### config.mk
export PLATFORM = sky130hd
export DESIGN_NAME = mc_datapath_g2
export DESIGN_NICKNAME = d
export VERILOG_FILES = /design/src/rtl/mc_dp_pkg.sv /design/src/rtl/mc_alu.sv /design/src/rtl/mc_datapath_g2.sv
export SDC_FILE = /design/constraint.sdc
export NUM_CORES = 1
export LEC_CHECK = 0
export CORE_UTILIZATION = 41
export CTS_CLUSTER_DIAMETER = 200
export DETAILED_ROUTE_END_ITERATION = 12
export HOLD_SLACK_MARGIN = 0.08
export PLACE_DENSITY = 0.62
export SYNTH_ARGS = -nofsm -noshare
export SYNTH_HDL_FRONTEND = slang
export SYNTH_SLANG_ARGS = --single-unit
### constraint.sdc
create_clock -name clk -period 10.65 [get_ports clk]
set_input_delay 3.195 -clock clk [delete_from_list [all_inputs] [get_ports clk]]
set_output_delay 3.195 -clock clk [all_outputs]
set_load 0.03 [all_outputs]
### src/rtl/mc_dp_pkg.sv
// Shared types for the multicycle datapath: control word layout, field encodings,
// PSW bit positions and the branch-condition evaluator.
package mc_dp_pkg;

    typedef enum logic [2:0] {
        ALU_ADD, ALU_ADC, ALU_SUB, ALU_SBC, ALU_AND, ALU_OR, ALU_XOR, ALU_PASSB
    } alu_op_e;

    typedef enum logic [2:0] {
        COND_Z, COND_NZ, COND_C, COND_NC, COND_N, COND_NN, COND_AL, COND_NV
    } cond_e;

    typedef enum logic {
        SRC_A_PC, SRC_A_REG
    } src_a_e;

    typedef enum logic [1:0] {
        SRC_B_REG, SRC_B_ONE, SRC_B_IMM, SRC_B_ZERO
    } src_b_e;

    typedef enum logic [1:0] {
        PC_SRC_ALU, PC_SRC_ALUOUT, PC_SRC_JUMP, PC_SRC_REG
    } pc_src_e;

    typedef enum logic [1:0] {
        M2R_ALUOUT, M2R_MDR, M2R_LLH, M2R_PC
    } mem_to_reg_e;

    localparam int PSW_N = 3;
    localparam int PSW_Z = 2;
    localparam int PSW_C = 1;
    localparam int PSW_V = 0;

    typedef struct packed {
        logic        ir_write;
        logic        reg_write;
        logic        reg_dst;
        mem_to_reg_e mem_to_reg;
        logic        ll_or_lh;
        src_a_e      alu_src_a;
        src_b_e      alu_src_b;
        logic        imm_long;
        alu_op_e     alu_op;
        logic        psw_en;
        logic        pc_write;
        logic        branch;
        cond_e       cond;
        pc_src_e     pc_src;
        logic        jr_sel;
        logic        iord;
        logic        mem_rd;
        logic        mem_wr;
        logic        outr_en;
    } ctrl_t;

    function automatic logic cond_eval(input cond_e c, input logic [3:0] flags);
        logic t;
        case (c)
            COND_Z:  t = flags[PSW_Z];
            COND_NZ: t = ~flags[PSW_Z];
            COND_C:  t = flags[PSW_C];
            COND_NC: t = ~flags[PSW_C];
            COND_N:  t = flags[PSW_N];
            COND_NN: t = ~flags[PSW_N];
            COND_AL: t = 1'b1;
            default: t = 1'b0;
        endcase
        return t;
    endfunction

endpackage

### src/rtl/mc_alu.sv
// Datapath ALU: add/sub with carry, logic ops and pass-B, plus NZCV flags.
// Subtraction is a + ~b + cin, so C=1 reads as "no borrow".
module mc_alu
    import mc_dp_pkg::*;
#(
    parameter int DATA_W = 16
) (
    input  logic [DATA_W-1:0] a,
    input  logic [DATA_W-1:0] b,
    input  alu_op_e           op,
    input  logic              cin,
    output logic [DATA_W-1:0] result,
    output logic [3:0]        nzcv
);

    logic [DATA_W-1:0] bb;
    logic [DATA_W:0]   sum;
    logic              ci;
    logic              c_flag;
    logic              v_flag;

    always_comb begin
        bb     = (op == ALU_SUB || op == ALU_SBC) ? ~b : b;
        ci     = 1'b0;
        case (op)
            ALU_SUB:          ci = 1'b1;
            ALU_ADC, ALU_SBC: ci = cin;
            default:          ci = 1'b0;
        endcase
        sum    = {1'b0, a} + {1'b0, bb} + {{DATA_W{1'b0}}, ci};
        result = sum[DATA_W-1:0];
        c_flag = 1'b0;
        v_flag = 1'b0;
        case (op)
            ALU_ADD, ALU_ADC, ALU_SUB, ALU_SBC: begin
                c_flag = sum[DATA_W];
                v_flag = (a[DATA_W-1] == bb[DATA_W-1]) && (sum[DATA_W-1] != a[DATA_W-1]);
            end
            ALU_AND: result = a & b;
            ALU_OR:  result = a | b;
            ALU_XOR: result = a ^ b;
            default: result = b;
        endcase
        nzcv = {result[DATA_W-1], (result == '0), c_flag, v_flag};
    end

endmodule

### src/rtl/mc_datapath_g2.sv
// Multicycle RISC datapath: one micro-step per accepted control word, memory over req/ack.
// Build option DP_DBG_EN adds a debug memory port served from IDLE ahead of control steps.
//   state | meaning
//   IDLE  | ready for a control word (or a debug request)
//   MEM   | memory step latched, mem_req held until mem_ack commits it
//   DBG   | debug access in flight, finishes on mem_ack (DP_DBG_EN only)
module mc_datapath_g2
    import mc_dp_pkg::*;
#(
    parameter int DATA_W = 16,
    parameter int ADDR_W = 8
) (
    input  logic              clk,
    input  logic              rst_n,
    input  logic              ctrl_valid,
    input  ctrl_t             ctrl,
    output logic              ctrl_ready,
    output logic              mem_req,
    output logic              mem_we,
    output logic [ADDR_W-1:0] mem_addr,
    output logic [DATA_W-1:0] mem_wdata,
    input  logic              mem_ack,
    input  logic [DATA_W-1:0] mem_rdata,
    output logic [15:0]       opcode,
    output logic [DATA_W-1:0] outr,
    output logic [3:0]        psw
`ifdef DP_DBG_EN
    ,
    input  logic              dbg_en,
    input  logic              dbg_we,
    input  logic [ADDR_W-1:0] dbg_addr,
    input  logic [DATA_W-1:0] dbg_wdata,
    output logic [DATA_W-1:0] dbg_rdata,
    output logic              dbg_ack
`endif
);

`ifdef DP_DBG_EN
    typedef enum logic [1:0] {ST_IDLE, ST_MEM, ST_DBG} state_e;
`else
    typedef enum logic {ST_IDLE, ST_MEM} state_e;
`endif

    state_e state_q, state_d;

    logic [DATA_W-1:0] pc_q, mdr_q, a_q, b_q, aluout_q, outr_q, wdata_q;
    logic [15:0]       ir_q;
    logic [3:0]        psw_q;
    logic [DATA_W-1:0] rf [8];
    ctrl_t             step_q;
    logic [ADDR_W-1:0] addr_q;
    logic              we_q;

    ctrl_t             act;
    logic              accept, mem_done, commit, mem_step_acc, is_mem_step;
    logic [DATA_W-1:0] rf_a, rf_b, imm, ll, lh, llh, wb_data, pc_next;
    logic [DATA_W-1:0] alu_a, alu_b, alu_res;
    logic [3:0]        alu_flags;
    logic              cond_true;

`ifdef DP_DBG_EN
    logic              dbg_start, dbg_done, dbg_ack_q;
    logic [DATA_W-1:0] dbg_rdata_q;
`endif

    always_ff @(posedge clk) begin
        if (!rst_n) state_q <= ST_IDLE;
        else        state_q <= state_d;
    end

    always_comb begin
        state_d     = state_q;
        ctrl_ready  = 1'b0;
        accept      = 1'b0;
        mem_done    = 1'b0;
        is_mem_step = ctrl.mem_rd | ctrl.mem_wr;
`ifdef DP_DBG_EN
        dbg_start   = 1'b0;
        dbg_done    = 1'b0;
`endif
        case (state_q)
            ST_IDLE: begin
`ifdef DP_DBG_EN
                if (dbg_en) begin
                    dbg_start = 1'b1;
                    state_d   = ST_DBG;
                end else begin
                    ctrl_ready = 1'b1;
                end
`else
                ctrl_ready = 1'b1;
`endif
                if (ctrl_ready && ctrl_valid) begin
                    accept = 1'b1;
                    if (is_mem_step) state_d = ST_MEM;
                end
            end
            ST_MEM: begin
                if (mem_ack) begin
                    mem_done = 1'b1;
                    state_d  = ST_IDLE;
                end
            end
`ifdef DP_DBG_EN
            ST_DBG: begin
                if (mem_ack) begin
                    dbg_done = 1'b1;
                    state_d  = ST_IDLE;
                end
            end
`endif
            default: state_d = ST_IDLE;
        endcase
    end

    // While a memory step waits, the latched word drives the datapath so it commits at mem_ack.
    assign act          = (state_q == ST_MEM) ? step_q : ctrl;
    assign mem_step_acc = accept && is_mem_step;
    assign commit       = (accept && !is_mem_step) || mem_done;

    assign rf_a = rf[ir_q[7:5]];
    assign rf_b = rf[act.reg_dst ? ir_q[10:8] : ir_q[4:2]];
    assign imm  = act.imm_long ? {{(DATA_W-8){ir_q[7]}}, ir_q[7:0]}
                               : {{(DATA_W-5){ir_q[4]}}, ir_q[4:0]};
    assign ll   = {{(DATA_W-8){1'b0}}, ir_q[7:0]};

    always_comb begin
        lh       = b_q;
        lh[15:8] = ir_q[7:0];
        llh      = act.ll_or_lh ? lh : ll;
    end

    assign alu_a = (act.alu_src_a == SRC_A_REG) ? a_q : pc_q;

    always_comb begin
        case (act.alu_src_b)
            SRC_B_REG: alu_b = b_q;
            SRC_B_ONE: alu_b = {{(DATA_W-1){1'b0}}, 1'b1};
            SRC_B_IMM: alu_b = imm;
            default:   alu_b = '0;
        endcase
    end

    mc_alu #(.DATA_W(DATA_W)) u_alu (
        .a      (alu_a),
        .b      (alu_b),
        .op     (act.alu_op),
        .cin    (psw_q[PSW_C]),
        .result (alu_res),
        .nzcv   (alu_flags)
    );

    always_comb begin
        case (act.mem_to_reg)
            M2R_ALUOUT: wb_data = aluout_q;
            M2R_MDR:    wb_data = mdr_q;
            M2R_LLH:    wb_data = llh;
            default:    wb_data = pc_q;
        endcase
        case (act.pc_src)
            PC_SRC_ALU:    pc_next = alu_res;
            PC_SRC_ALUOUT: pc_next = aluout_q;
            PC_SRC_JUMP:   pc_next = {pc_q[DATA_W-1:11], ir_q[10:0]};
            default:       pc_next = act.jr_sel ? b_q : a_q;
        endcase
    end

    assign cond_true = cond_eval(act.cond, psw_q);

    always_ff @(posedge clk) begin
        if (!rst_n) begin
            pc_q     <= '0;
            mdr_q    <= '0;
            a_q      <= '0;
            b_q      <= '0;
            aluout_q <= '0;
            outr_q   <= '0;
            ir_q     <= '0;
            psw_q    <= '0;
            step_q   <= '0;
            addr_q   <= '0;
            wdata_q  <= '0;
            we_q     <= 1'b0;
            for (int i = 0; i < 8; i++) rf[i] <= '0;
        end else begin
            if (commit) begin
                a_q      <= rf_a;
                b_q      <= rf_b;
                aluout_q <= alu_res;
                if (act.reg_write)                      rf[ir_q[10:8]] <= wb_data;
                if (act.pc_write || (act.branch && cond_true)) pc_q <= pc_next;
                if (act.psw_en)                         psw_q <= alu_flags;
                if (act.outr_en)                        outr_q <= alu_res;
            end
            if (mem_done) begin
                mdr_q <= mem_rdata;
                if (step_q.ir_write) ir_q <= mem_rdata[15:0];
            end
            if (mem_step_acc) begin
                step_q  <= ctrl;
                addr_q  <= ctrl.iord ? aluout_q[ADDR_W-1:0] : pc_q[ADDR_W-1:0];
                wdata_q <= b_q;
                we_q    <= ctrl.mem_wr;
            end
`ifdef DP_DBG_EN
            if (dbg_start) begin
                addr_q  <= dbg_addr;
                wdata_q <= dbg_wdata;
                we_q    <= dbg_we;
            end
`endif
        end
    end

`ifdef DP_DBG_EN
    always_ff @(posedge clk) begin
        if (!rst_n) begin
            dbg_rdata_q <= '0;
            dbg_ack_q   <= 1'b0;
        end else begin
            dbg_ack_q <= dbg_done;
            if (dbg_done && !we_q) dbg_rdata_q <= mem_rdata;
        end
    end

    assign dbg_rdata = dbg_rdata_q;
    assign dbg_ack   = dbg_ack_q;
`endif

    assign mem_req   = (state_q != ST_IDLE);
    assign mem_we    = mem_req && we_q;
    assign mem_addr  = addr_q;
    assign mem_wdata = wdata_q;
    assign opcode    = ir_q;
    assign outr      = outr_q;
    assign psw       = psw_q;

endmodule

==> flow_summary.toml <==
[final_layout]
drive_gt1_frac = 0.1213
areaGrowthSynthToFinish_pct = 16.58
utilization = 0.4906
final_nets = 1803
stdcell_count = 2243

[synth]
yosysWarnings = 0
synthFlopType = "dfxtp_1"
muxShareOfSynthArea = 0.1847
synth_top_family_by_area = "multiplexers"
synthAdderAreaFrac = 0.03926
synth-simple-area-share = 0.1484
synth_cell_types = 67
syn_nets = 1741
synth-async-reset-ratio = 0
synth-edff-count = 128
netlist_instances = 1646
avgSynthCellArea_sq_um = 9.720
synth_xor_area_frac = 0.01204
synth_compound_area_frac = 0.1319
synth.cell_area_sq_mm = 0.01600
synth_seq_cells = 293
seq_area_frac_synth = 0.4467

[clocking]
numCtsBuffers = 31
clk_transition_reported_paths_ns = 0.06
clock_latency_ns = 0.60
postCtsSetupBuffers = 0
cts_root_buf = "clkbuf_16"
h-tree-depth = 1
clkSinkCount = 293
cts_tree = "yes"
ctsHoldBuffers = 0
cts_resized = 0
clk_path_buf_depth = 3

[pwr]
leakagePower_uw = 0.006722
pwr_density_cell_mw_per_mm2 = 155.3
switching_share = 0.2802
irDropWorstVdd_uv = 132.0
p_clk_frac = 0.401
power_uw = 2897
p_sw_uw = 811.6
p_comb_frac = 0.161
seqPwrFrac = 0.438
p_int_uw = 2085

[setup_path]
critical_path.max_fanout = 16
crit_arrival_ns = 8.56
worstSetupStartpointType = "input port"
crit_path_frequent_cell = "fa_1"
path_buf_inv = 1
required_ns = 11.16
startpoint = "ctrl[14]"
crit_chain = "clkdlybuf4s50_1, mux2_2, nand2_1, xnor2_1, fa_1, fa_1, a21oi_1, o2111ai_1, o31a_1, a31oi_1, mux2i_1, a2111oi_2, or4b_1, o31ai_2"
r2r_slack_ns = 5.05
r2r_start = "mem_req$_SDFF_PN0_"
cp_top_family = "compound AO/OA/AOI/OAI gates"
slowest_delay_ns = 0.65
path_class = "in2reg"
worst_path_max_delay_cell = "a2111oi_2"
ff2ff_path_depth = 14
r2r-end = "psw[2]$_SDFFE_PN0P_"
cp-end-kind = "register"

[place]
numPlacedInstances = 2186
dp_hpwl_mm = 34.55
routabilityCongestion = 0.9279
pre_cts_ws_ns = 2.064
portBuffers = 108

[flow_run]
maxCapViolations = 0

[timing]
maxSlewViolCount = 0
setup_tns_ns = 0
fin_crit_sh = 0.7555
period_needed_ns = 8.046
rsz0062_at_grt = "no"
relSlewSlack = 0.1298
setup_viol = 0
clock.fmax_mhz = 124.3
worst_slack_ns = 2.604
worst_slew_pin_slew_ns = 1.305
fin_skew_ns = 0.009758
hold_viol_final = 0

[detailed_routing]
drtIter0Drc = 1123
dr.pass1.iters = 6
viasPerCell = 5.799
drt_wl_total_mm = 50.03
vias = 13007
antenna_left = 0
drt-wirelength-per-cell_um = 22.30
drc_errors = 0

[floorplan]
die_w_um = 199.5
io_pins = 109
dieHeight_um = 199.5
initial_core_util = 0.4208
design.die.area_sq_mm = 0.03982
core_sq_mm = 0.03802
rows = 71

[grt]
grtUsageTotal = 0.2503
grt_pass1_wl_mm = 74.86
antenna_found_initial = 0
grt_max_degree = 84
grt_pass1_vias = 12261
overflow = 0

[min_path]
hold-path-cell-count = 2
holdPathEnd = "outr[2]$_SDFFE_PN0P_"
hold_path_class = "reg2reg"
hold_start = "outr[2]$_SDFFE_PN0P_"

[status]
status = "complete, no violations"
==> worst min-delay path, stage by stage, from the launching register on <==
cell,delay (ns)
dfxtp_1,0.31
nand2_1,0.05
a21oi_1,0.05
==> per-layer routing <==
metal  track usage  share of wire
met4       0.08312          0.032
met2        0.4087           0.47
met3       0.02987          0.068
met1        0.3439           0.43
met5             0              0
==> power by group through the flow <==
stage	Clock [uW]	Combinational (uW)	Sequential, uW
2_1_floorplan	0	305	1280
3_3_place_gp	0	455	1290
3_5_place_dp	0	459	1290
4_1_cts	1170	462	1270
5_1_grt	1210	507	1270
6_report	1160	465	1270
==> cells by family (layout without fill, tap and decap cells) <==
kind of cell	count (synthesis)	count (layout)
buffers and inverters	146	231
xor gates and xnor gates	22	22
DFF	293	293
adders and majority gates	49	49
and+or+nand+nor	592	592
AOI/OAI and AO/OA	342	342
muxes	202	202
other	0	1
==> cell type report <==
type	count	area (sq um)
antenna	1	2.502
clock buffer	48	988.4
clock inverter	8	107.6
fill	3615	19370
inverter	39	148.9
multi-input combinational	1207	8323
sequential	293	7151
tap	511	639.4
timing repair buffer	136	1291
==> flip-flops by register name, indices dropped and copies added, names as in the netlist, 8 cells and up <==
signal and flops:
a_q 16, aluout_q 16, b_q 16, mdr_q 16
mem_addr 8, mem_wdata 16, opcode 16, outr 16
pc_q 16, rf 128, step_q 23
==> cell usage in the layout (no fill, tap or decap), types with 4 or more instances in the layout <==
cell	n
a211oi_1	62
a21oi_1	155
a221oi_1	4
a222oi_1	8
a31oi_1	7
and2_1	7
buf_4	28
clkbuf_1	6
clkbuf_16	35
clkbuf_8	6
clkdlybuf4s50_1	108
clkinv_2	4
dfxtp_1	162
edfxtp_1	128
ha_1	47
inv_1	38
mux2_2	29
mux2i_1	94
mux2i_2	5
mux4_2	71
nand2_1	268
nand2b_1	4
nand3_1	13
nand3b_1	4
nor2_1	258
nor2b_1	6
nor3_1	11
nor3b_1	4
o211ai_1	8
o21ai_0	47
o21ai_1	4
o22ai_1	9
or3_1	4
xnor2_1	15
xor2_1	7
==> cells in the mapped netlist (38+ instances only) <==
master      n  area [sq um]
a211oi_1   62         465.5
a21oi_1   157         785.8
clkbuf_1   81         304.0
dfxtp_1   165          3303
edfxtp_1  128          3844
ha_1       47         588.1
inv_1      38         142.6
mux2i_1   100          1001
mux4_2     71          1599
nand2_1   269          1010
nor2_1    258         968.4
o21ai_0    47         235.2
==> how the worst max path moves through the flow <==
stage / slack, ns / cells past startpoint / endpoint
4_1_cts: 2.66 / 14 / psw[2]$_SDFFE_PN0P_
2_1_floorplan: 2.79 / 16 / psw[2]$_SDFFE_PN0P_
3_5_place_dp: 2.06 / 14 / psw[2]$_SDFFE_PN0P_
6_report: 2.60 / 14 / psw[2]$_SDFFE_PN0P_
5_1_grt: 2.34 / 14 / psw[2]$_SDFFE_PN0P_
3_3_place_gp: 2.06 / 14 / psw[2]$_SDFFE_PN0P_
==> through the flow <==
stage | hold slack, ns | instance area (sq um)
after floorplan | 0.4329 | 16000
after global placement | 0.4389 | 17550
after detailed placement | 0.4470 | 17550
after CTS | 0.4558 | 18650
after global routing | 0.4688 | 18650
final | 0.4519 | 18650
Power figures use the tool's default switching activity.
